**config.mk**
```make
export PLATFORM = sky130hd
export DESIGN_NAME = ppd_commutator_flat
export DESIGN_NICKNAME = d
export VERILOG_FILES = /design/src/rtl/ppd_commutator_if.sv /design/src/rtl/ppd_commutator.sv /design/src/flat_wrapper.sv
export SDC_FILE = /design/constraint.sdc
export NUM_CORES = 1
export LEC_CHECK = 0
export ABC_CLOCK_PERIOD_IN_PS = 1500
export BUFFER_PORTS_ARGS = -buffer_cell sky130_fd_sc_hd__buf_2
export CORE_ASPECT_RATIO = 2
export CORE_UTILIZATION = 40
export CTS_CLUSTER_SIZE = 10
export DETAILED_ROUTE_END_ITERATION = 10
export PLACE_DENSITY = 0.68
export SYNTH_ARGS = -nofsm -noshare
export SYNTH_HDL_FRONTEND = slang
export SYNTH_SLANG_ARGS = --single-unit
export TNS_END_PERCENT = 100
```
**constraint.sdc**
```tcl
create_clock -name i_clk -period 1.5 [get_ports i_clk]
set_input_delay 0.075 -clock i_clk [delete_from_list [all_inputs] [get_ports i_clk]]
set_output_delay 0.075 -clock i_clk [all_outputs]
set_load 0.01 [all_outputs]
```
**src/rtl/ppd_commutator_if.sv**
```systemverilog
// Sample/block stream bundle between upstream source, the commutator and the mul_add datapath.
interface ppd_commutator_if #(
    parameter int unsigned gp_decimation_factor = 4,
    parameter int unsigned gp_data_width        = 8
);
    logic                                          i_valid;
    logic [gp_data_width-1:0]                      i_data;
    logic                                          o_ready;
    logic [gp_decimation_factor*gp_data_width-1:0] o_data;
    logic                                          o_valid;
    logic                                          i_ready;

    modport slave (
        input  i_valid, i_data, i_ready,
        output o_ready, o_data, o_valid
    );

    modport master (
        output i_valid, i_data, i_ready,
        input  o_ready, o_data, o_valid
    );
endinterface

```
**src/rtl/ppd_commutator.sv**
```systemverilog
// Polyphase decimator input commutator: deals D consecutive samples into lanes 0..D-1
// and hands the completed block to the datapath through a single output register.
module ppd_commutator #(
    parameter int unsigned gp_decimation_factor = 4,
    parameter int unsigned gp_data_width        = 8
) (
    input  logic                                    i_clk,
    input  logic                                    i_rst,
    input  logic                                    i_ena,
    input  logic                                    i_sync,
    output logic [$clog2(gp_decimation_factor)-1:0] o_phase,
    ppd_commutator_if.slave                         bus
);
    localparam int unsigned D  = gp_decimation_factor;
    localparam int unsigned W  = gp_data_width;
    localparam int unsigned PW = $clog2(D);
    localparam logic [PW-1:0] LAST = PW'(D - 1);

    localparam logic [0:0] ST_IDLE = 1'b0;
    localparam logic [0:0] ST_RUN  = 1'b1;

    logic [0:0]     state_q, state_d;
    logic [PW-1:0]  phase_q, phase_d, phase_eff;
    logic [W-1:0]   fill_q [D];
    logic [W-1:0]   fill_d [D];
    logic [D*W-1:0] data_q, data_d;
    logic           valid_q, valid_d;
    logic           run, stall, accept, load, consume;

    always_comb begin
        state_d = state_q;
        case (state_q)
            ST_IDLE: state_d = i_ena ? ST_RUN : ST_IDLE;
            ST_RUN:  state_d = i_ena ? ST_RUN : ST_IDLE;
            default: state_d = ST_IDLE;
        endcase
    end

    // The last lane may only be accepted if the output register can take the block now.
    assign run         = (state_d == ST_RUN);
    assign stall       = (phase_q == LAST) && valid_q && !bus.i_ready;
    assign bus.o_ready = run && !i_rst && !stall;
    assign accept      = bus.i_valid && bus.o_ready;
    assign phase_eff   = i_sync ? '0 : phase_q;
    assign load        = accept && (phase_eff == LAST);
    assign consume     = valid_q && bus.i_ready;

    always_comb begin
        fill_d  = fill_q;
        phase_d = phase_eff;
        data_d  = data_q;
        valid_d = valid_q && !consume;
        if (i_sync) begin
            for (int unsigned i = 0; i < D; i++) fill_d[i] = '0;
        end
        if (accept) begin
            fill_d[phase_eff] = bus.i_data;
            phase_d           = load ? '0 : phase_eff + 1'b1;
        end
        if (load) begin
            for (int unsigned p = 0; p < D - 1; p++) data_d[p*W +: W] = fill_q[p];
            data_d[(D-1)*W +: W] = bus.i_data;
            valid_d              = 1'b1;
        end
    end

    always_ff @(posedge i_clk) begin
        if (i_rst) begin
            state_q <= ST_IDLE;
            phase_q <= '0;
            data_q  <= '0;
            valid_q <= 1'b0;
            for (int unsigned i = 0; i < D; i++) fill_q[i] <= '0;
        end else begin
            state_q <= state_d;
            phase_q <= phase_d;
            data_q  <= data_d;
            valid_q <= valid_d;
            for (int unsigned i = 0; i < D; i++) fill_q[i] <= fill_d[i];
        end
    end

    assign o_phase     = phase_q;
    assign bus.o_data  = data_q;
    assign bus.o_valid = valid_q;
endmodule
```
**src/flat_wrapper.sv**
```systemverilog
// flat-port wrapper written by rule: the top's interface ports become plain ports
module ppd_commutator_flat 
#(
    parameter int unsigned gp_decimation_factor = 4,
    parameter int unsigned gp_data_width        = 8
)
  (i_clk, i_rst, i_ena, i_sync, o_phase, bus_i_valid, bus_i_data, bus_i_ready, bus_o_ready, bus_o_data, bus_o_valid);
  ppd_commutator_if #(.gp_decimation_factor(gp_decimation_factor), .gp_data_width(gp_data_width)) bus_i ();
  input  logic i_clk;
  input  logic i_rst;
  input  logic i_ena;
  input  logic i_sync;
  output logic [$clog2(gp_decimation_factor)-1:0] o_phase;
  input wire logic [$bits(bus_i.i_valid)-1:0] bus_i_valid;
  input wire logic [$bits(bus_i.i_data)-1:0] bus_i_data;
  input wire logic [$bits(bus_i.i_ready)-1:0] bus_i_ready;
  output wire logic [$bits(bus_i.o_ready)-1:0] bus_o_ready;
  output wire logic [$bits(bus_i.o_data)-1:0] bus_o_data;
  output wire logic [$bits(bus_i.o_valid)-1:0] bus_o_valid;
  assign bus_i.i_valid = bus_i_valid;
  assign bus_i.i_data = bus_i_data;
  assign bus_i.i_ready = bus_i_ready;
  assign bus_o_ready = bus_i.o_ready;
  assign bus_o_data = bus_i.o_data;
  assign bus_o_valid = bus_i.o_valid;
  ppd_commutator #(.gp_decimation_factor(gp_decimation_factor), .gp_data_width(gp_data_width)) u_core (.i_clk(i_clk), .i_rst(i_rst), .i_ena(i_ena), .i_sync(i_sync), .o_phase(o_phase), .bus(bus_i));
endmodule
```
==> flow_summary.ini <==
[global_route]
antenna_found_initial = 0
globalRouteMet1Util_pct = 20.47
global_route.peak_usage_layer = met2
grt_first_pass_wirelength_um = 9846
track_usage_pct = 20.49
grt_start_max_net_pins = 36
via_count_of_the_first_global_routing_pass = 2079
globalRoute.totalOverflow = 0
met2_usage_pct = 37.10
grt.met3_usage_pct = 5.134

[setup_path]
cp_slowest_cell = dfxtp_2
worst_ep_required_time_ns = 1.75
critical_path.cell_chain = nand2b_1 -> inv_2 -> ha_4 -> and4b_4 -> clkbuf_16 -> nand3_1 -> a21oi_1
critPathMaxStageDelay_ns = 0.34
cp-start-kind = register
reg2reg_path_depth = 7
cp-end-kind = register
cp.depth = 7
cp_num_buf_inv = 2
cp_max_fo = 6
crit_family = simple AND/OR/NAND/NOR gates
critical_path_arrival_ns = 1.75
critPathKind = register to register

[timing]
fin_ws_ns = -0.004235
final-hold-violation-count = 0
fmax_mhz = 664.8
maxSlewHeadroom_pct = 75.96
rsz0062_at_grt = yes
timing.final.setup_violations = 1
final_min_period_over_clock_period_pct = 100.3
final-max-slew-violation-count = 0
final_skew_ns = 0.005076
timing.final.crit_period_ns = 1.504
tightest_slew_ns = 0.3606

[floorplan]
die_h_um = 111.2
floorplan.rows = 39
top_level_ports = 50
initial_core_utilization_pct = 41.79
die_w_um = 56.61
die_area_um2 = 6296
floorplan.core_area_um2 = 5709

[run_status]
status = finished with violations
violations = negative setup slack

[final_layout]
layout.nets = 348
final_cell_area_um2 = 3327
nFillCells = 496
area.sequential_um2 = 1187
final_core_utilization_pct = 58.27
area_delta_synth_final_pct = 39.43
n_antenna_cell = 0
multiInputGateArea_um2 = 1144
layout-drive-gt1-share_pct = 33.43

[detailed_routing]
num_vias = 2141
vias_per_cell = 5.407
dr.first_iter.drc_count = 56
routed_antenna_nets = 0
post-route-drc-count = 0
route.detailed.wl_per_inst_um = 16.46
first_pass_iters = 4
drt-total-wl_um = 6519

[pwr]
cellPowerDensity_nw_per_um2 = 1118
total_leakage_power_nw = 1.305
max-vdd-ir-drop_mv = 0.8959

[cts]
cts_num_sinks = 59
cts-buffers-inserted = 9
cts.htree.levels = 3
cts_root_buffer = clkbuf_16
cts_buffer_depth = 2
hold_buffers = 0
clock_latency_on_the_worst_skew_pair_ns = 0.32
cts_clock_pin_slew_for_the_worst_setup_and_hold_paths_ns = 0.05
tritoncts = built

[synthesis]
seq_area_frac_synth_pct = 49.50
yosys_warnings = 0
synth_ff_type = dfxtp_1
netlist.area_leader.share_pct = 49.50
synth_edf_count = 0
netlist_top_cells_count = dfxtp_1 (59), a21oi_1 (34), nand3_1 (33)
synth_async_reset_ratio_pct = 0
post_synth_instance_area_um2 = 2386
yosys.cell_count.top_type = dfxtp_1
syn-instance-count = 262
synth.ff_latch_count = 59
synth_fp_nets = 280
yosys.area.top_type = dfxtp_1
avgSynthCellArea_um2 = 9.107
synth.distinct_cells = 24
synth_area_leaders = dfxtp_1 (50%), mux2i_1 (10%), a21oi_1 (7.1%)

[placed_design]
place_hpwl_um = 3996
place_area_um2 = 2794
place_congestion = 0.7782
numPortBuffers = 49

[min_path]
hp-class = input port to register
hold_crit_depth = 3

[flow_run]
max_cap_violations = 0
-- power by group --
| part | internal, mW | switching, mW |
|---|---|---|
| registers | 1.58 | 0.00515 |
| clock network | 1.32 | 0.682 |
| logic | 0.0522 | 0.0848 |
-- cell usage in the layout (no fill, tap or decap), types with 2 or more instances in the layout --
master     Yosys  layout
nand4b_1       2       2
buf_12         0       6
clkinv_2       0       3
nand2b_1      11      10
buf_4          0      15
nand2_1       27      27
clkbuf_16      0      12
nor3_4         3       3
nand3_1       33      32
a21oi_1       34      31
nand2b_4       1       2
buf_2          6      50
dfxtp_1       59      56
buf_6          1       5
o21ai_1       29      31
ha_1           4       3
a21oi_2        0       3
mux2i_1       24      24
dfxtp_2        0       2
-- area by class of cell --
class,count,share of cell area [%]
Tap cell,61,2.294
Sequential cell,59,35.69
Clock buffer,11,7.296
Clock inverter,5,1.580
Inverter,2,0.3009
Timing Repair Buffer,79,18.47
Multi-Input combinational cell,179,34.37
-- per-layer routing --
layer	up-vias	part of all wire, %
met3	9	4.4
met4	0	2.2
met1	1032	38
met5	-	0
met2	48	56
li1	1052	-
-- final timing paths --
| kind | end | from | slack (ns) |
|---|---|---|---|
| min | u_core.bus.o_data[26] | bus_i_data[2] | 0.02 |
| max | u_core.bus.o_data[21] | u_core.o_phase[1] | -0.004 |
| max reg2reg | u_core.bus.o_data[21] | u_core.o_phase[1] | -0.004 |
| min reg2reg | u_core.fill_q[31] | u_core.fill_q[31] | 0.46 |
-- what timing repair did --
| item | in CTS | in global routing |
|---|---|---|
| setup buffers | 1 | 7 |
| setup endpoints to repair | 9 | 33 |
| resized for setup | 13 | 14 |
| gates cloned | 2 | 4 |
| pin swaps | 1 | 3 |
-- state kept, by name, indices dropped and copies added, names as in the netlist --
register and flops:
u_core.bus.o_data 32, u_core.fill_q 24, u_core.o_phase 2, u_core.bus.o_valid 1
-- stage by stage --
step	hold slack, ns	power [mW]	setup TNS [ns]	instances	setup WS, ns
after global placement	0.3440	1.740	0	366	0.05134
after CTS	0.01272	3.736	0	385	0.004016
after floorplan	0.2227	1.685	0	262	0.01843
after detailed placement	0.3507	1.741	0	366	0.01475
final	0.01601	3.720	-0.004235	396	-0.004235
after global routing	0.02385	3.825	-1.588	396	-0.1024
-- cells by family (layout without fill, tap and decap cells) --
family | after synthesis | count (layout) | share of synthesized area (%)
adder cells (fa/ha/maj) | 4 | 4 | 2.098
multiplexers | 24 | 24 | 10.07
AO/OA/AOI/OAI | 69 | 69 | 15.00
flip-flops | 59 | 59 | 49.50
AND/OR/NAND/NOR | 82 | 82 | 18.93
buffers and inverters | 24 | 97 | 4.405
-- worst reg2reg max path: cells and delay by family (launching register included) --
kind | cells | cell delay [ns]
buf+inv | 2 | 0.29
flops | 1 | 0.34
fa+ha+maj | 1 | 0.14
simple gates | 3 | 0.52
compound gates | 1 | 0.13
Power figures use the tool's default switching activity.
